## src/rtl/sphere_batch_sequencer_if.sv

```systemverilog
// Signal bundle joining the batch sequencer to its controller, the sphere core
// and the downstream point consumer.
interface sphere_batch_sequencer_if;
   logic        start;
   logic        abort;
   logic [31:0] k_base;
   logic [15:0] count;
   logic [1:0]  base_sel0;
   logic [1:0]  base_sel1;

   logic        core_start;
   logic [31:0] core_k;
   logic [1:0]  core_base_sel0;
   logic [1:0]  core_base_sel1;
   logic        core_ready;
   logic        core_done;
   logic [31:0] core_x;
   logic [31:0] core_y;
   logic [31:0] core_z;

   logic        out_valid;
   logic        out_ready;
   logic [31:0] out_k;
   logic [31:0] out_x;
   logic [31:0] out_y;
   logic [31:0] out_z;
   logic        out_last;

   logic        busy;
   logic        batch_done;
   logic        aborted;

   modport master (
      input  start, abort, k_base, count, base_sel0, base_sel1,
             core_ready, core_done, core_x, core_y, core_z, out_ready,
      output core_start, core_k, core_base_sel0, core_base_sel1,
             out_valid, out_k, out_x, out_y, out_z, out_last,
             busy, batch_done, aborted
   );

   modport slave (
      output start, abort, k_base, count, base_sel0, base_sel1,
             core_ready, core_done, core_x, core_y, core_z, out_ready,
      input  core_start, core_k, core_base_sel0, core_base_sel1,
             out_valid, out_k, out_x, out_y, out_z, out_last,
             busy, batch_done, aborted
   );
endinterface

```

## src/rtl/sphere_batch_sequencer.sv

```systemverilog
// Launches one sphere-core evaluation per index of a batch, one at a time, and
// streams the resulting points through a small output FIFO.
module sphere_batch_sequencer #(
   parameter int FIFO_DEPTH = 2
) (
   input  logic                    clk,
   input  logic                    rst_n,
   sphere_batch_sequencer_if.master bus
);
   localparam int PTR_W = $clog2(FIFO_DEPTH);
   localparam int OCC_W = PTR_W + 1;
   localparam logic [OCC_W-1:0] DEPTH_V = OCC_W'(FIFO_DEPTH);

   typedef enum logic [2:0] {
      S_IDLE, S_CHECK, S_LAUNCH, S_WAIT_CORE, S_DRAIN, S_FINISH
   } state_t;

   typedef struct packed {
      logic [31:0] k;
      logic [31:0] x;
      logic [31:0] y;
      logic [31:0] z;
      logic        last;
   } entry_t;

   state_t      state;
   logic [31:0] k_cur;
   logic [15:0] remaining;
   logic [1:0]  sel0_q;
   logic [1:0]  sel1_q;
   logic        abort_q;

   entry_t           mem [FIFO_DEPTH];
   logic [PTR_W-1:0] head;
   logic [PTR_W-1:0] tail;
   logic [OCC_W-1:0] occ;

   logic   out_valid;
   logic   abort_hit;
   logic   push;
   logic   pop;
   logic   flush;
   entry_t head_entry;

   assign out_valid = (occ != '0);
   assign abort_hit = bus.abort | abort_q;
   assign pop       = out_valid & bus.out_ready;
   assign push      = (state == S_WAIT_CORE) & bus.core_done & ~abort_hit;
   // An aborted batch empties the buffer on its way to FINISH, including the
   // case where the discarded in-flight result arrives.
   assign flush     = (((state == S_CHECK) | (state == S_DRAIN)) & abort_hit) |
                      ((state == S_WAIT_CORE) & bus.core_done & abort_hit);

   // NOTE: reset is synchronous, so it lives inside the clocked block as an ordinary branch.
   always_ff @(posedge clk) begin
      if (!rst_n) begin
         state     <= S_IDLE;
         k_cur     <= '0;
         remaining <= '0;
         sel0_q    <= '0;
         sel1_q    <= '0;
         abort_q   <= 1'b0;
      end else begin
         case (state)
            S_IDLE: begin
               if (bus.start) begin
                  k_cur     <= bus.k_base;
                  remaining <= bus.count;
                  sel0_q    <= bus.base_sel0;
                  sel1_q    <= bus.base_sel1;
                  state     <= (bus.count != 16'd0) ? S_CHECK : S_FINISH;
               end
            end
            S_CHECK: begin
               if (abort_hit) begin
                  abort_q <= 1'b1;
                  state   <= S_FINISH;
               end else if (bus.core_ready && (occ < DEPTH_V)) begin
                  state <= S_LAUNCH;
               end
            end
            S_LAUNCH: begin
               if (bus.abort) abort_q <= 1'b1;
               state <= S_WAIT_CORE;
            end
            S_WAIT_CORE: begin
               if (bus.abort) abort_q <= 1'b1;
               if (bus.core_done) begin
                  if (abort_hit) begin
                     state <= S_FINISH;
                  end else if (remaining == 16'd1) begin
                     state <= S_DRAIN;
                  end else begin
                     k_cur     <= k_cur + 32'd1;
                     remaining <= remaining - 16'd1;
                     state     <= S_CHECK;
                  end
               end
            end
            S_DRAIN: begin
               if (abort_hit) begin
                  abort_q <= 1'b1;
                  state   <= S_FINISH;
               end else if (occ == '0) begin
                  state <= S_FINISH;
               end
            end
            S_FINISH: begin
               abort_q <= 1'b0;
               state   <= S_IDLE;
            end
            default: state <= S_IDLE;
         endcase
      end
   end

   always_ff @(posedge clk) begin
      if (!rst_n || flush) begin
         head <= '0;
         tail <= '0;
         occ  <= '0;
      end else begin
         if (push) tail <= tail + PTR_W'(1);
         if (pop)  head <= head + PTR_W'(1);
         case ({push, pop})
            2'b10:   occ <= occ + OCC_W'(1);
            2'b01:   occ <= occ - OCC_W'(1);
            default: occ <= occ;
         endcase
      end
   end

   // NOTE: the storage array has no reset; every data output is masked by
   // out_valid, so stale words can never reach the pins.
   always_ff @(posedge clk) begin
      if (rst_n && push) begin
         mem[tail] <= '{k: k_cur, x: bus.core_x, y: bus.core_y, z: bus.core_z,
                        last: (remaining == 16'd1)};
      end
   end

   assign head_entry = mem[head];

   assign bus.core_start     = (state == S_LAUNCH);
   assign bus.busy           = (state != S_IDLE);
   assign bus.batch_done     = (state == S_FINISH);
   assign bus.aborted        = (state == S_FINISH) & abort_q;
   assign bus.core_k         = k_cur;
   assign bus.core_base_sel0 = sel0_q;
   assign bus.core_base_sel1 = sel1_q;

   assign bus.out_valid = out_valid;
   assign bus.out_k     = out_valid ? head_entry.k : 32'd0;
   assign bus.out_x     = out_valid ? head_entry.x : 32'd0;
   assign bus.out_y     = out_valid ? head_entry.y : 32'd0;
   assign bus.out_z     = out_valid ? head_entry.z : 32'd0;
   assign bus.out_last  = out_valid & head_entry.last;
endmodule

```

## src/flat_wrapper.sv

```systemverilog
// flat-port wrapper written by rule: the top's interface ports become plain ports
module sphere_batch_sequencer_flat 
#(
   parameter int FIFO_DEPTH = 2
)
  (clk, rst_n, bus_start, bus_abort, bus_k_base, bus_count, bus_base_sel0, bus_base_sel1, bus_core_ready, bus_core_done, bus_core_x, bus_core_y, bus_core_z, bus_out_ready, bus_core_start, bus_core_k, bus_core_base_sel0, bus_core_base_sel1, bus_out_valid, bus_out_k, bus_out_x, bus_out_y, bus_out_z, bus_out_last, bus_busy, bus_batch_done, bus_aborted);
  sphere_batch_sequencer_if bus_i ();
  input  logic clk;
  input  logic rst_n;
  input wire logic [$bits(bus_i.start)-1:0] bus_start;
  input wire logic [$bits(bus_i.abort)-1:0] bus_abort;
  input wire logic [$bits(bus_i.k_base)-1:0] bus_k_base;
  input wire logic [$bits(bus_i.count)-1:0] bus_count;
  input wire logic [$bits(bus_i.base_sel0)-1:0] bus_base_sel0;
  input wire logic [$bits(bus_i.base_sel1)-1:0] bus_base_sel1;
  input wire logic [$bits(bus_i.core_ready)-1:0] bus_core_ready;
  input wire logic [$bits(bus_i.core_done)-1:0] bus_core_done;
  input wire logic [$bits(bus_i.core_x)-1:0] bus_core_x;
  input wire logic [$bits(bus_i.core_y)-1:0] bus_core_y;
  input wire logic [$bits(bus_i.core_z)-1:0] bus_core_z;
  input wire logic [$bits(bus_i.out_ready)-1:0] bus_out_ready;
  output wire logic [$bits(bus_i.core_start)-1:0] bus_core_start;
  output wire logic [$bits(bus_i.core_k)-1:0] bus_core_k;
  output wire logic [$bits(bus_i.core_base_sel0)-1:0] bus_core_base_sel0;
  output wire logic [$bits(bus_i.core_base_sel1)-1:0] bus_core_base_sel1;
  output wire logic [$bits(bus_i.out_valid)-1:0] bus_out_valid;
  output wire logic [$bits(bus_i.out_k)-1:0] bus_out_k;
  output wire logic [$bits(bus_i.out_x)-1:0] bus_out_x;
  output wire logic [$bits(bus_i.out_y)-1:0] bus_out_y;
  output wire logic [$bits(bus_i.out_z)-1:0] bus_out_z;
  output wire logic [$bits(bus_i.out_last)-1:0] bus_out_last;
  output wire logic [$bits(bus_i.busy)-1:0] bus_busy;
  output wire logic [$bits(bus_i.batch_done)-1:0] bus_batch_done;
  output wire logic [$bits(bus_i.aborted)-1:0] bus_aborted;
  assign bus_i.start = bus_start;
  assign bus_i.abort = bus_abort;
  assign bus_i.k_base = bus_k_base;
  assign bus_i.count = bus_count;
  assign bus_i.base_sel0 = bus_base_sel0;
  assign bus_i.base_sel1 = bus_base_sel1;
  assign bus_i.core_ready = bus_core_ready;
  assign bus_i.core_done = bus_core_done;
  assign bus_i.core_x = bus_core_x;
  assign bus_i.core_y = bus_core_y;
  assign bus_i.core_z = bus_core_z;
  assign bus_i.out_ready = bus_out_ready;
  assign bus_core_start = bus_i.core_start;
  assign bus_core_k = bus_i.core_k;
  assign bus_core_base_sel0 = bus_i.core_base_sel0;
  assign bus_core_base_sel1 = bus_i.core_base_sel1;
  assign bus_out_valid = bus_i.out_valid;
  assign bus_out_k = bus_i.out_k;
  assign bus_out_x = bus_i.out_x;
  assign bus_out_y = bus_i.out_y;
  assign bus_out_z = bus_i.out_z;
  assign bus_out_last = bus_i.out_last;
  assign bus_busy = bus_i.busy;
  assign bus_batch_done = bus_i.batch_done;
  assign bus_aborted = bus_i.aborted;
  sphere_batch_sequencer #(.FIFO_DEPTH(FIFO_DEPTH)) u_core (.clk(clk), .rst_n(rst_n), .bus(bus_i));
endmodule
```

## config.mk

```make
export PLATFORM = sky130hd
export DESIGN_NAME = sphere_batch_sequencer_flat
export DESIGN_NICKNAME = d
export VERILOG_FILES = /design/src/rtl/sphere_batch_sequencer_if.sv /design/src/rtl/sphere_batch_sequencer.sv /design/src/flat_wrapper.sv
export SDC_FILE = /design/constraint.sdc
export NUM_CORES = 1
export LEC_CHECK = 0
export ABC_AREA = 0
export CORE_AREA = 5 5 153 192
export CTS_CLUSTER_DIAMETER = 120
export CTS_CLUSTER_SIZE = 30
export DETAILED_ROUTE_END_ITERATION = 6
export DIE_AREA = 0 0 158 197
export GPL_TIMING_DRIVEN = 0
export PLACE_DENSITY = 0.8
export SLEW_MARGIN = 20
export SYNTH_ARGS = -nofsm -noshare
export SYNTH_HDL_FRONTEND = slang
export SYNTH_SLANG_ARGS = --single-unit
```

## constraint.sdc

```tcl
create_clock -name clk -period 12.55 [get_ports clk]
set_input_delay 1.255 -clock clk [delete_from_list [all_inputs] [get_ports clk]]
set_output_delay 1.255 -clock clk [all_outputs]
set_load 0.03 [all_outputs]
```

==> Word-level counts from Yosys, hierarchy flattened <==
Memories as Yosys holds them, arrays and structs flattened. A register that Yosys moved wholly into a read port is not among the register bits.
Cells that the tools add are included.
{ "word_totals": {"rom_bits": 0, "regBits": 60, "out_inout_bits": 170, "mem_count": 1, "wordCells": 94, "ramBits": 258, "latchBits": 0} }
{ "classes": {"n_reduce_logical": 18, "n_bitwise": 11, "eq_ne": 16, "shift": 0, "n_addsub": 6, "order_cmp": 1, "multipliers": 0, "n_mux": 32, "div": 0} }
{ "memory_table": {"columns": ["memory", "words", "width", "read_ports", "rd_clocked_by_memory_dff", "wr", "line_no", "text"], "rows": [
  ["u_core.mem", 2, 129, 1, 1, 1, "sphere_batch_sequencer.sv:33", "entry_t mem [FIFO_DEPTH];"]
]} }
{ "ops": {"columns": ["operator", "count"], "rows": [
  ["32-bit two-way mux", 8],
  ["16-bit two-way mux", 4],
  ["32-bit one-hot mux with 2 select lines", 1],
  ["32-bit by 1-bit adder with 32-bit output (second input constant)", 1],
  ["16-bit one-hot mux with 2 select lines", 1],
  ["3-bit two-way mux", 9],
  ["16-bit by 1-bit equality test with 1-bit output (second input constant)", 1],
  ["16-bit nonzero test", 1],
  ["16-bit by 1-bit subtractor with 16-bit output (second input constant)", 1],
  ["3-bit one-hot mux with 5 select lines", 1],
  ["2-bit inequality test (second input constant)", 4],
  ["1-bit AND", 7],
  ["3-bit by 2-bit equality test with 1-bit output (second input constant)", 2],
  ["3-bit equality test (second input constant)", 2],
  ["1-bit two-way mux", 6],
  ["3-bit by 2-bit inequality test with 1-bit output (second input constant)", 2],
  ["2-bit nonzero test", 3],
  ["3-bit nonzero test", 2],
  ["5-bit AND reduction", 1],
  ["2-bit by 1-bit inequality test with 1-bit output (second input constant)", 2],
  ["2-bit one-hot mux with 2 select lines", 1],
  ["4-bit AND reduction", 1],
  ["2-bit OR reduction", 2],
  ["3-bit by 1-bit equality test with 1-bit output (second input constant)", 1],
  ["other kinds (16)", 20]
]} }

==> Depth between registers and ports, before layout <==
Gate-level depths: netlist of run 1.
{ "depth": {"depth_word": 6, "ltp_mapped": 10, "mapped_depth_nobuf": 8} }

==> Least setup slack after synthesis of run 1 <==
No wires, ideal clock.
{ "synth_path": {"path_type": "input to register", "from": "in bus_abort", "to": "mem u_core.mem[0][0] in the netlist's numbering, enable pin", "t_arrival_ns": 10.522, "slack_ns": 1.253, "cell_stages": 5, "setup_ns": 0.775, "path_cell_list": "nor2_1 -> and3_1 -> buf_2 -> inv_2 -> nor3_1"} }
{ "synth_between": {"elab_chain_cells": 6} }
{ "synth_rtl": {"columns": ["element", "line_no", "text"], "rows": [
  ["start: declaration", "flat_wrapper.sv:11", "input wire logic [$bits(bus_i.abort)-1:0] bus_abort;"],
  ["1-bit bitwise OR", "sphere_batch_sequencer.sv:46", "assign abort_hit = bus.abort | abort_q;"],
  ["1-bit inverter", "sphere_batch_sequencer.sv:48", "assign push = (state == S_WAIT_CORE) & bus.core_done & ~abort_hit;"],
  ["1-bit AND", "sphere_batch_sequencer.sv:48", null],
  ["1-bit logical AND", "sphere_batch_sequencer.sv:136", "if (rst_n && push) begin"],
  ["1-bit two-way mux", "sphere_batch_sequencer.sv:136", null],
  ["1-bit two-way mux (not written as such)", "sphere_batch_sequencer.sv:137", "mem[tail] <= '{k: k_cur, x: bus.core_x, y: bus.core_y, z: bus.core_z,"],
  ["end: declaration", "sphere_batch_sequencer.sv:33", null]
]} }
Every way passes these cells.

==> metrics.md, run 1 <==
| Metric | Value |
|---|---|
| Hold Path Sink | `u_core.bus.core_base_sel0[0]` |
| DP Area | `17300 µm²` |
| Yosys top cell area share | `57.6%` |
| Mapped Cells | `1064` |
| GRT Total Usage | `22.7%` |
| Most frequent cell on the critical path | `clkbuf_1` |
| Clock-pin transition on the worst setup and hold timing paths | `100 ps` |
| First DRT Iteration DRCs | `912` |
| Period utilisation layout | `36.6%` |
| DPL Wire Length | `27.3 mm` |
| Global-route wire length before repair | `55.6 mm` |
| Die span in x | `158 µm` |
| Final setup margin | `7950 ps` |
| R2R Setup Slk | `9460 ps` |
| Worst slew pin tran | `866 ps` |
| Final instance area | `17700 µm²` |
| Slew headroom | `42.3%` |
| Worst Skew | `38.8 ps` |
| Slowest cell on the critical path | `clkdlybuf4s50_1` |
| Buffer and inverter count on the worst path | `4` |
| Seq/Total Area, Yosys | `66.6%` |
| CP Data Arrival Time | `3340 ps` |
| Area added between synthesis and finish | `31.9%` |
| CTS sink cnt | `319` |
| Clock latency on the worst-skew pair | `510 ps` |
| Fmax | `218 MHz` |
| Die ar. | `31100 µm²` |
| Top_reg_cell synth | `edfxtp_1` |
| Hold buffers post-CTS | `0` |
| CP required | `11300 ps` |
| CP delay by family, top | `buffers and inverters` |
| Remaining global-route overflow | `0` |
| Post-synthesis async set-or-reset flop share | `0%` |
| Postcts setup bufs | `0` |
| Cts repair resizes | `0` |
| Synth cell count leaders | `258 x edfxtp_1, 177 x nor2_1, 130 x mux2i_1, 75 x nand2_1, 61 x dfxtp_1` |
| PD cells | `122 nW/µm²` |
| WHS Path Cells | `2` |
| Largest net degree at the start of global routing | `55` |
| Bufs on Longest Clock Path | `3` |
| Site row count | `68` |
| Root buffer cell | `clkbuf_16` |
| Peak VDD IR | `92.5 µV` |
| Wire length per cell | `21.0 µm` |
| RR Endpoint | `u_core.mem[0][78]` |
| RSZ-0062 raised after global routing | `no` |
| Die Y | `197 µm` |
| Warnings from Yosys | `0` |
| DRC viols | `0` |
| Initial antenna violation count | `2` |
| Top-count cell post-synth | `edfxtp_1` |
| FF-to-FF path depth | `12` |
| Vias | `10100` |
| Top post-synthesis cells by area | `edfxtp_1 58%, mux2i_1 9.7%, dfxtp_1 9.1%, nor2_1 4.9%, nand2_1 2.1%` |
| GP Congestion | `0.900` |
| Vias per cell | `5.66` |
| Synth Area per Inst | `12.7 µm²` |
| Synth Register Bits | `319` |
| Max incr delay on CP | `690 ps` |
| Max cap viols | `0` |
| Cell total after placement | `1755` |
| Fin crit period | `4600 ps` |
| Final Non-Filler Cells | `1781` |
| Status | `finished clean` |
| Post-synth EDFFs | `258` |
| CTS Buf Count | `14` |
| Post-Syn Nets | `1223` |
| Final WL | `37.3 mm` |
| Setup TNS | `0 ps` |
| CP cell instances | `clkbuf_1, clkbuf_1, buf_1, mux2i_1, nor2_1, clkdlybuf4s50_1` |
| Cell variety after synth | `68` |
| Number of global-route vias before repair | `10100` |
| Crit end category | `output port` |
| # port buffers | `324` |
| Crit-path max FO | `10` |
| Fill count | `2082` |
| H-tree depth | `1` |
| Worst min path class | `reg -> reg` |
| Core box area | `27300 µm²` |
| Worst flop-to-flop path startpoint | `u_core.state[0]` |
| Ratio of cells with drive above 1 in the final layout | `4.34%` |
| Fin. Hold Viols | `0` |
| Cell taking the most area after synthesis | `edfxtp_1` |
| DR pass1 iterations | `5` |
| Hold path start | `u_core.bus.core_base_sel0[0]` |
| Pre-CTS setup slack | `8140 ps` |
| Worst path depth | `6` |
| CTS tree | `yes` |
| Static leakage | `5.70 nW` |
| Endpoints failing setup | `0` |
| Cell Area, Synth | `13500 µm²` |
| Antenna-violating nets left | `0` |
| Starting Density | `49.3%` |
| Final Max Tran Viols | `0` |
| CP Launch Type | `flip-flop` |
| Net count reported at finish | `1580` |
| Crit path kind | `reg -> out` |
| IO Count | `325` |
-- layout by cell type (no fill, tap or decap), types with 4 or more instances in the layout --
master,count
and2_1,6
clkbuf_1,49
nand4_1,9
nor2_1,177
nor4_1,11
o21ai_0,29
o211ai_1,6
xnor2_1,4
clkbuf_16,15
a21oi_1,56
o21ai_1,4
nor3_1,17
buf_1,13
a22o_1,6
edfxtp_1,258
buf_2,10
a21o_1,7
a31oi_1,6
ha_1,4
nand3_1,21
nand2_1,75
mux2i_1,130
clkdlybuf4s50_1,324
o22ai_1,6
o31ai_1,9
a21boi_0,5
nand3b_1,4
inv_1,10
o221a_1,4
a211oi_1,4
and3_1,8
buf_4,16
dfxtp_1,61
-- stage by stage --
stage | hold WS (ps) | power, mW | util, %
2_1_floorplan | 454 | 1.45 | -
3_3_place_gp | 447 | 1.63 | 62.8
3_5_place_dp | 460 | 1.63 | 63.4
4_1_cts | 477 | 2.16 | 65.0
5_1_grt | 502 | 2.24 | 65.0
6_report | 477 | 2.16 | 65.0
-- worst max path at each step --
stage                   start                 to  slack [ps]
floorplan           bus_abort   u_core.mem[0][0]        1250
global placement    bus_abort  u_core.mem[0][85]       -3930
detailed placement  bus_abort  u_core.mem[0][85]        8140
CTS                 flip-flop       bus_out_y[6]        7870
global route        flip-flop       bus_out_y[6]        7730
finish              flip-flop       bus_out_y[6]        7950
-- worst register-to-register path: stages (launching register included) --
cell     delay [ps]
dfxtp_1         430
and3b_1         170
buf_2           150
and3_1          150
buf_2           170
inv_2           100
nor3_2          360
buf_6           220
buf_4           200
buf_4           220
buf_4           220
buf_4           220
buf_4           200
-- cell type report --
| cell class | count | area [µm²] | share of cell area (%) |
|---|---|---|---|
| inverters | 11 | 41.3 | 0.233 |
| flip-flops and latches | 319 | 8970 | 50.5 |
| diodes | 2 | 5.00 | 0.0282 |
| multi-input cells | 666 | 4170 | 23.5 |
| repair buffers | 341 | 3420 | 19.3 |
| clock inverters | 1 | 11.3 | 0.0634 |
| clock buffers | 23 | 405 | 2.28 |
| well taps | 350 | 438 | 2.47 |
| plain buffers | 68 | 287 | 1.61 |
-- logic make-up after synthesis --
kind of cell               count (synthesis)  share of synthesized area [%]
DFF                                      319                           66.6
and+or+nand+nor                          354                           12.1
xor gates and xnor gates                   5                          0.325
muxes                                    130                           9.67
AOI/OAI and AO/OA                        173                           8.48
buffers and inverters                     79                           2.44
adders and majority gates                  4                          0.372
-- per-layer routing --
| metal | GRT usage, % | up-vias | share of wire (%) |
|---|---|---|---|
| li1 | - | 4652 | - |
| met1 | 26.5 | 4799 | 36 |
| met2 | 40.9 | 528 | 52 |
| met3 | 4.48 | 97 | 8.5 |
| met4 | 8.88 | 0 | 3.3 |
| met5 | 0 | - | 0 |
-- state kept, by name, indices dropped and copies added, names as in the netlist, named ones only --
signal,flops
u_core.abort_q,1
u_core.occ,2
u_core.remaining,16
u_core.state,3
u_core.mem,258
u_core.bus.core_base_sel1,2
u_core.bus.core_k,32
u_core.tail,1
u_core.head,1
u_core.bus.core_base_sel0,2
-- report_power, final --
group	total [mW]	switching [mW]	internal [mW]
Combinational	0.397	0.232	0.165
Clock	0.539	0.311	0.228
Sequential	1.22	0.0460	1.18
Power figures use the tool's default switching activity.
==> run 2: changes to the inputs <==
- CORE_AREA: 5 5 153 192 -> 5 5 161 202
- DIE_AREA: 0 0 158 197 -> 0 0 166 207
- PLACE_DENSITY: 0.8 -> 0.76
- clock period: 12.55 -> 4.1 ns (I/O delays scaled with it)
==> run 2 against run 1 <==
  * Largest cell class unchanged
  * Critical path type unchanged
  * Hold slack worse by 23 ps
  * First-iteration DRC count fell by 9.9%
  * Via count fell by 0.89%
  * Global-route usage down 2.3 points
  * Register-to-register slack got worse by 8100 ps
  * Power rose to 3.1 times the previous value
  * Count of clock-buffer cells in the layout stayed put
  * Combinational power increased to 3.0 times the previous value
==> metrics.md, run 2 (same netlist as run 1, synthesis figures left out) <==
| Metric | Value |
|---|---|
| Clock power share | `25.1%` |
| Final setup margin | `341 ps` |
| Die span in x | `166 µm` |
| Final Max Tran Viols | `0` |
| CP Launch Type | `flip-flop` |
| Commonest non-fill, non-tap cell in the layout | `clkdlybuf4s50_1` |
| Crit end category | `output port` |
| Initial antenna violation count | `0` |
| Most frequent cells in the layout | `324 x clkdlybuf4s50_1, 258 x edfxtp_1, 177 x nor2_1, 130 x mux2i_1, 75 x nand2_1` |
| Final Non-Filler Cells | `1830` |
| Final instance area | `17900 µm²` |
| Clock-pin transition on the worst setup and hold timing paths | `130 ps` |
| R2R Setup Slk | `1350 ps` |
| First DRT Iteration DRCs | `822` |
| CP Data Arrival Time | `3350 ps` |
| FF-to-FF path depth | `11` |
| Crit-path max FO | `10` |
| Root buffer cell | `clkbuf_16` |
| CTS sink cnt | `319` |
| Comb pwr share | `18.2%` |
| Period utilisation layout | `91.7%` |
| Fin crit period | `3760 ps` |
| Die Y | `207 µm` |
| Number of diodes | `0` |
| Worst Skew | `31.2 ps` |
| Clock latency on the worst-skew pair | `520 ps` |
| Wire length per cell | `20.2 µm` |
| Final Core Density | `58.5%` |
| GP Congestion | `0.907` |
| Hold buffers post-CTS | `0` |
| Antenna-violating nets left | `0` |
| Max cap viols | `0` |
| Internal | `4.81 mW` |
| Core box area | `30500 µm²` |
| DPL Wire Length | `27.5 mm` |
| CTS tree | `yes` |
| Site row count | `72` |
| DP Area | `17500 µm²` |
| DRC viols | `0` |
| Hold Path Sink | `u_core.bus.core_base_sel1[1]` |
| Hold path start | `bus_base_sel1[1]` |
| Peak VDD IR | `287 µV` |
| Bufs on Longest Clock Path | `3` |
| Global-route wire length before repair | `56.3 mm` |
| Pre-CTS setup slack | `779 ps` |
| Slew headroom | `42.7%` |
| Endpoints failing setup | `0` |
| Final WL | `37.0 mm` |
| Remaining global-route overflow | `0` |
| Sw power | `1.80 mW` |
| Final Power | `6.61 mW` |
| Number of global-route vias before repair | `9780` |
| IO Count | `325` |
| Postcts setup bufs | `0` |
| WHS Path Cells | `3` |
| Ratio of cells with drive above 1 in the final layout | `4.08%` |
| Largest register FFs | `258` |
| Cell total after placement | `1806` |
| Hold slack | `454 ps` |
| DR pass1 iterations | `7` |
| RSZ-0062 raised after global routing | `no` |
| Fmax | `266 MHz` |
| Area added between synthesis and finish | `32.7%` |
| Static leakage | `5.68 nW` |
| Sw Share | `27.2%` |
| Net count reported at finish | `1574` |
| Fin. Hold Viols | `0` |
| Cts repair resizes | `0` |
| RR Endpoint | `u_core.mem[0][76]` |
| Crit path kind | `reg -> out` |
| Worst min path class | `in -> reg` |
| Vias per cell | `5.46` |
| CP required | `3690 ps` |
| Worst slew pin tran | `860 ps` |
| Largest reg by FF count | `u_core.mem` |
| H-tree depth | `1` |
| # port buffers | `324` |
| Status | `finished clean` |
| PD cells | `370 nW/µm²` |
| Sequential group share of total power | `56.7%` |
| GRT Total Usage | `20.4%` |
| Setup TNS | `0 ps` |
| Worst flop-to-flop path startpoint | `u_core.state[1]` |
| Starting Density | `44.1%` |
| CTS Buf Count | `14` |
| Largest net degree at the start of global routing | `51` |
| Die ar. | `34400 µm²` |
| Vias | `9986` |
-- run 2: cell count changes in the layout (fill, tap and decap cells not counted), moves of 2 or more --
cell and delta:
diode_2 -2, buf_16 +2, buf_8 +5, buf_4 -13
-- run 2: cell type report --
cell class | instances | area [µm²]
Fill cell | 2425 | 12700
Sequential cell | 319 | 8970
Multi-Input combinational cell | 666 | 4190
Timing Repair Buffer | 335 | 3450
Tap cell | 407 | 509
Clock buffer | 23 | 405
Buffer | 68 | 293
Inverter | 11 | 43.8
Clock inverter | 1 | 11.3
-- run 2: critical path, stage by stage (launching register included) --
cell and delay (ps):
dfxtp_1 320, clkbuf_1 170, clkbuf_1 610, buf_1 630, mux2i_1 170, nor2_1 230
clkdlybuf4s50_1 720
-- run 2: per-layer routing --
metal / GRT usage, % / wire length, µm / vias to the layer above / share of wire, %
li1: - / - / 4637 / -
met1: 24.0 / 13600 / 4806 / 37
met2: 37.1 / 19100 / 473 / 52
met3: 4.69 / 3190 / 70 / 8.6
met4: 6.12 / 1080 / 0 / 2.9
met5: 0 / 0 / - / 0
-- run 2: how the worst max path moves through the flow --
stage	from	end	slack, ps
global placement	rst_n	u_core.mem[0][20]	-2610
floorplan	u_core.state[2]	u_core.mem[0][0]	-350
detailed placement	flip-flop	bus_out_x[12]	780
CTS	flip-flop	bus_out_x[12]	210
finish	flip-flop	bus_out_x[12]	340
global route	flip-flop	bus_out_x[12]	130
-- run 2: power by group through the flow --
stage / logic [mW] / clock network (mW) / registers (mW)
3_5_place_dp: 1.19 / 0 / 3.82
2_1_floorplan: 0.576 / 0 / 3.87
3_3_place_gp: 1.17 / 0 / 3.81
6_report: 1.20 / 1.66 / 3.75
4_1_cts: 1.19 / 1.71 / 3.74
5_1_grt: 1.28 / 1.83 / 3.76
==> run 3: changes to the inputs <==
- CORE_AREA: 5 5 161 202 -> 2 2 150 189
- DIE_AREA: 0 0 166 207 -> 0 0 152 191
- PLACE_DENSITY: 0.76 -> 0.8
- TNS_END_PERCENT: not set -> 20
- clock period: 4.1 -> 3.8 ns (I/O delays scaled with it)
==> run 3 against run 2 <==
  * Critical path depth down 1
  * First-iteration DRC count rose by 2.2%
  * Utilization increased by 6.8 points
  * Setup slack got worse by 13 ps
  * Die area down 16%
  * Combinational power increased by 8%
  * Count of clock-buffer cells in the layout unchanged
  * Global-route usage is 3.5 points higher
  * Clock skew up 2.3 ps
  * Power up 7.7%
  * Clock power increased by 7%
  * Critical path type unchanged
==> metrics.md, run 3 (same netlist as run 1, synthesis figures left out) <==
| Metric | Value |
|---|---|
| First DRT Iteration DRCs | `840` |
| CTS sink cnt | `319` |
| Vias | `10000` |
| # port buffers | `324` |
| Peak VDD IR | `327 µV` |
| CP Data Arrival Time | `3090 ps` |
| Crit end category | `output port` |
| Initial antenna violation count | `1` |
| Hold slack | `432 ps` |
| Bufs on Longest Clock Path | `3` |
| GRT Total Usage | `23.9%` |
| WHS Path Cells | `3` |
| Static leakage | `5.73 nW` |
| Period utilisation layout | `91.4%` |
| Commonest non-fill, non-tap cell in the layout | `clkdlybuf4s50_1` |
| Fin crit period | `3470 ps` |
| Hold buffers post-CTS | `0` |
| Fin. Hold Viols | `0` |
| PD cells | `399 nW/µm²` |
| CP cell instances | `nor2_1, clkbuf_1, clkbuf_1, nor2_1, clkdlybuf4s50_1` |
| Die ar. | `29000 µm²` |
| Fmax | `288 MHz` |
| Die span in x | `152 µm` |
| DR pass1 iterations | `5` |
| Final Max Tran Viols | `0` |
| Final setup margin | `328 ps` |
| Max cap viols | `0` |
| CP Launch Type | `flip-flop` |
| DP Area | `17400 µm²` |
| DRC viols | `0` |
| RSZ-0062 raised after global routing | `no` |
| Area added between synthesis and finish | `32.4%` |
| CTS Buf Count | `14` |
| R2R Setup Slk | `1000 ps` |
| Worst flop-to-flop path startpoint | `u_core.state[0]` |
| Core box area | `27300 µm²` |
| Most frequent cells in the layout | `324 x clkdlybuf4s50_1, 258 x edfxtp_1, 177 x nor2_1, 130 x mux2i_1, 75 x nand2_1` |
| Starting Density | `49.3%` |
| Worst Skew | `33.5 ps` |
| Worst min path class | `in -> reg` |
| Slew headroom | `38.5%` |
| IO Count | `325` |
| Ratio of cells with drive above 1 in the final layout | `4.85%` |
| Vias per cell | `5.65` |
| H-tree depth | `1` |
| CTS tree | `yes` |
| Cell total after placement | `1750` |
| Site row count | `68` |
| DPL Wire Length | `26.1 mm` |
| Wire length per cell | `20.3 µm` |
| Max incr delay on CP | `730 ps` |
| RR Endpoint | `u_core.mem[0][18]` |
| FF-to-FF path depth | `12` |
| Final instance area | `17800 µm²` |
| Hold path start | `bus_base_sel0[0]` |
| Endpoints failing setup | `0` |
| Worst slew pin tran | `923 ps` |
| Clock latency on the worst-skew pair | `510 ps` |
| Die Y | `191 µm` |
| Net count reported at finish | `1575` |
| Clock-pin transition on the worst setup and hold timing paths | `100 ps` |
| Largest net degree at the start of global routing | `53` |
| Crit-path max FO | `10` |
| Global-route wire length before repair | `55.0 mm` |
| Root buffer cell | `clkbuf_16` |
| Final WL | `36.0 mm` |
| Final Non-Filler Cells | `1775` |
| Final Core Density | `65.3%` |
| Crit path kind | `reg -> out` |
| Remaining global-route overflow | `0` |
| Hold Path Sink | `u_core.bus.core_base_sel0[0]` |
| Largest reg by FF count | `u_core.mem` |
| CP required | `3420 ps` |
| Number of global-route vias before repair | `10100` |
| Largest register FFs | `258` |
| Status | `finished clean` |
| Slowest cell on the critical path | `clkbuf_1` |
| Pre-CTS setup slack | `521 ps` |
| GP Congestion | `0.945` |
| Antenna-violating nets left | `0` |
run 3: changes by cell type in the layout (fill, tap and decap cells not counted), moves of 2 or more:
cell	change
buf_1	-10
clkbuf_2	+10
buf_8	+4
buf_6	-2
run 3: cell type report:
class / count / area (µm²)
inverters: 11 / 43.8
repair buffers: 336 / 3460
diodes: 1 / 2.50
clock buffers: 23 / 405
clock inverters: 1 / 11.3
flip-flops and latches: 319 / 8970
well taps: 350 / 438
plain buffers: 68 / 312
fillers: 2054 / 9480
multi-input cells: 666 / 4190
run 3: how the worst max path moves through the flow:
| stage | from | endpoint | cells after the start |
|---|---|---|---|
| 2_1_floorplan | u_core.state[2] | u_core.mem[1][0] | 5 |
| 3_3_place_gp | rst_n | u_core.mem[1][47] | 3 |
| 3_5_place_dp | bus_abort | u_core.mem[0][79] | 12 |
| 4_1_cts | flip-flop | bus_out_y[22] | 6 |
| 5_1_grt | u_core.occ[0] | bus_out_z[27] | 5 |
| 6_report | u_core.occ[1] | bus_out_x[27] | 5 |
run 3: worst max-delay path: cells and delay by family, from the launching register on:
family	cells	cell delay [ps]
buffers and inverters	3	1820
DFF	1	350
and+or+nand+nor	2	420
run 3: repair_timing:
item | 4_1_cts | 5_1_grt
setup endpoints to repair | 0 | 62
setup buffers | 0 | 0
resized for setup | 0 | 12
run 3: routing by layer:
metal / global-route usage (%) / vias up / share of wire (%)
met5: 0 / - / 0
li1: - / 4642 / -
met2: 43.5 / 503 / 51
met4: 9.99 / 0 / 3.7
met3: 4.13 / 76 / 7.7
met1: 28.1 / 4810 / 37
run 3: stage by stage:
stage	TNS, ps	total power, mW
floorplan	-167770	4.79
global placement	-719020	5.37
finish	0	7.11
CTS	0	7.14
global route	0	7.37
detailed placement	0	5.39
run 3: power by group:
| group | internal [mW] | switching, mW |
|---|---|---|
| sequential | 3.89 | 0.155 |
| clock | 0.754 | 1.02 |
| combinational | 0.547 | 0.752 |
==> RTL edit (config.mk and constraints of run 1) <==
Encoding of `state_t`: now Gray code (3 bits for 6 states).
--- a/src/rtl/sphere_batch_sequencer.sv
+++ b/src/rtl/sphere_batch_sequencer.sv
@@ -12,7 +12,7 @@
    localparam logic [OCC_W-1:0] DEPTH_V = OCC_W'(FIFO_DEPTH);
 
    typedef enum logic [2:0] {
-      S_IDLE, S_CHECK, S_LAUNCH, S_WAIT_CORE, S_DRAIN, S_FINISH
+      S_IDLE = 3'b000, S_CHECK = 3'b001, S_LAUNCH = 3'b011, S_WAIT_CORE = 3'b010, S_DRAIN = 3'b110, S_FINISH = 3'b111
    } state_t;
 
    typedef struct packed {
Function: same outputs for any inputs over 4 cycles, from zero or initial values and one cycle with rst_n low; so few cycles prove little.
==> RTL edit against run 1 <==
  * Synthesized area fell by 0.41%
  * Wire length fell by 2.3%
  * Power rose by 4.7%
  * Cell area rose by 0.35%
  * Register-to-register slack got worse by 0.58 ns
  * Setup slack improved by 0.011 ns
  * Hold slack improved by 0.015 ns
  * Fmax rose by 0.25%
  * Final cell count rose by 1.1%
  * Clock power fell by 1%
  * Clock skew fell by 0.010 ns
  * Non-clock buffer count rose by 12
  * Sequential cell count did not move
  * Critical path type unchanged
  * Largest power group unchanged
==> RTL edit: results (changes against run 1) <==
* Run status: completed (unchanged)
* Final Wtd Congestion at 0.941 (was 0.900)
* Placement-stage worst setup slack at 7.99 ns (was 8.14 ns)
* Worst Path Max Fanout at 10 (unchanged)
* Post-DP HPWL at 27.6 mm (was 27.3 mm)
* Number of port buffers at 324 (unchanged)
* Data arrival at the endpoint of the critical path at 3.33 ns (was 3.34 ns)
* # resized after CTS at 0 (unchanged)
* Distinct cell type count of the synthesized netlist at 59 (was 68)
* Cell with the largest stage delay on the worst path: sky130_fd_sc_hd__clkdlybuf4s50_1 (unchanged)
* Delay of the slowest critical-path stage at 0.73 ns (was 0.69 ns)
* Worst-case clock skew at 0.0286 ns (was 0.0388 ns)
* Number of nets in the finished design at 1597 (was 1580)
* Clock buffers created by TritonCTS at 14 (unchanged)
* Utilization after layout at 0.652 (was 0.650)
* Max FFs per register at 258 (unchanged)
* Portion of the post-synthesis area used by sequential elements at 0.669 (was 0.666)
* Maximum number of pins on one net before global-route repair at 32 (was 55)
* Number of enable flip-flop cells after synthesis at 258 (unchanged)
* Area contributors post-synth: sky130_fd_sc_hd__edfxtp_1 58%, sky130_fd_sc_hd__mux2i_1 10%, sky130_fd_sc_hd__dfxtp_1 9.1% (was sky130_fd_sc_hd__edfxtp_1 58%, sky130_fd_sc_hd__mux2i_1 9.7%, sky130_fd_sc_hd__dfxtp_1 9.1%)
* Async S/R FF share, synth at 0 (unchanged)
* Worst Hold Class: flip-flop to flip-flop (unchanged)
* Via count at 10000 (was 10100)
* Total routing resource utilization after global routing at 0.223 (was 0.227)
* Total routed wirelength at 36.5 mm (was 37.3 mm)
* Drt first-iter violations at 759 (was 912)
* Number of levels the H-tree was split into at 1 (unchanged)
* Fill cell instance count of the final layout at 2022 (was 2082)
* Top cells by count, synth: 258 x sky130_fd_sc_hd__edfxtp_1, 186 x sky130_fd_sc_hd__nor2_1, 136 x sky130_fd_sc_hd__mux2i_1, 84 x sky130_fd_sc_hd__nand2_1, 61 x sky130_fd_sc_hd__dfxtp_1 (was 258 x sky130_fd_sc_hd__edfxtp_1, 177 x sky130_fd_sc_hd__nor2_1, 130 x sky130_fd_sc_hd__mux2i_1, 75 x sky130_fd_sc_hd__nand2_1, 61 x sky130_fd_sc_hd__dfxtp_1)
* Total cell area at the placement stage at 0.0174 sq mm (was 0.0173 sq mm)
* Clk Latency, worst-skew pair at 0.50 ns
* Antenna violations before repair at 4 (was 2)
* Worst relative slew slack at 0.345 (was 0.423)
* Register name with the most flops: u_core.mem (unchanged)
* Wire length of the first global-routing pass at 54.7 mm (was 55.6 mm)
* Synth Warn # at 0 (unchanged)
* Worst-case clock buffer depth at 3 (unchanged)
* Setup Buffers After CTS at 0 (unchanged)
* Peak ir drop on the vdd network at 0.0865 mV (was 0.0925 mV)
* Number of detailed-route iterations in the first pass at 5 (unchanged)
* Net Count, Synth at 1225 (was 1223)
* CTS root buffer: sky130_fd_sc_hd__clkbuf_16 (unchanged)
* Layout cell share with drive strength beyond 1 at 0.0470 (was 0.0434)
* Static Leakage at 5.72 nW (was 5.70 nW)
* Clock input transition at the sequential cells of the worst setup and hold paths at 0.11 ns
## RTL edit: metrics by stage
stage | std cells | TNS (ns)
2_1_floorplan | 1066 | 0
3_3_place_gp | 1740 | -1081.88
3_5_place_dp | 1772 | 0
4_1_cts | 1796 | 0
5_1_grt | 1800 | 0
6_report | 1800 | 0
## RTL edit: final cells by class
class,count,area share
plain buffers,65,0.0166
inverters,10,0.00211
flip-flops and latches,319,0.504
clock inverters,1,0.000913
well taps,350,0.0246
clock buffers,23,0.0228
diodes,4,0.000562
multi-input cells,672,0.231
repair buffers,356,0.198
## RTL edit: worst max-delay path, delay by kind of cell, from the launching register on
kind	cells	cell delay (ns)
multiplexers	1	0.16
AND/OR/NAND/NOR	1	0.17
buffers and inverters	4	2.16
flip-flops	1	0.33
## RTL edit: final timing paths
| kind | cells past startpoint | to | startpoint | slack, ns |
|---|---|---|---|---|
| min reg2reg | 2 | u_core.remaining[3]$_SDFFE_PN0P_ | u_core.remaining[3]$_SDFFE_PN0P_ | 0.49 |
| max reg2reg | 12 | u_core.mem[0][24]$_DFFE_PP_ | u_core.state[1]$_SDFFE_PN0P_ | 8.88 |
| max | 6 | bus_out_y[1] | flip-flop | 7.97 |
| min | 2 | u_core.remaining[3]$_SDFFE_PN0P_ | u_core.remaining[3]$_SDFFE_PN0P_ | 0.49 |
## RTL edit: power by group
part           leakage (nW)  internal [mW]  total (mW)  switching (mW)
combinational          2.68          0.197       0.485           0.287
clock                 0.201          0.228       0.532           0.304
sequential             2.84           1.19        1.24          0.0546
total                  5.72           1.61        2.26           0.646
## RTL edit: logic make-up (layout without fill, tap and decap cells)
family / Yosys count / count (layout) / synth area share
buffers and inverters: 75 / 455 / 0.0248
AOI/OAI and AO/OA: 172 / 172 / 0.0847
xor gates and xnor gates: 5 / 5 / 0.00327
other: 0 / 4 / 0
muxes: 136 / 136 / 0.102
DFF: 319 / 319 / 0.669
adders and majority gates: 4 / 4 / 0.00373
and+or+nand+nor: 355 / 355 / 0.113
## RTL edit: metal layers
layer | share of wire | global-route usage | vias to the layer above
li1 | - | - | 4678
met1 | 0.35 | 0.253 | 4760
met2 | 0.52 | 0.404 | 487
met3 | 0.082 | 0.0415 | 100
met4 | 0.046 | 0.103 | 0
met5 | 0 | 0 | -
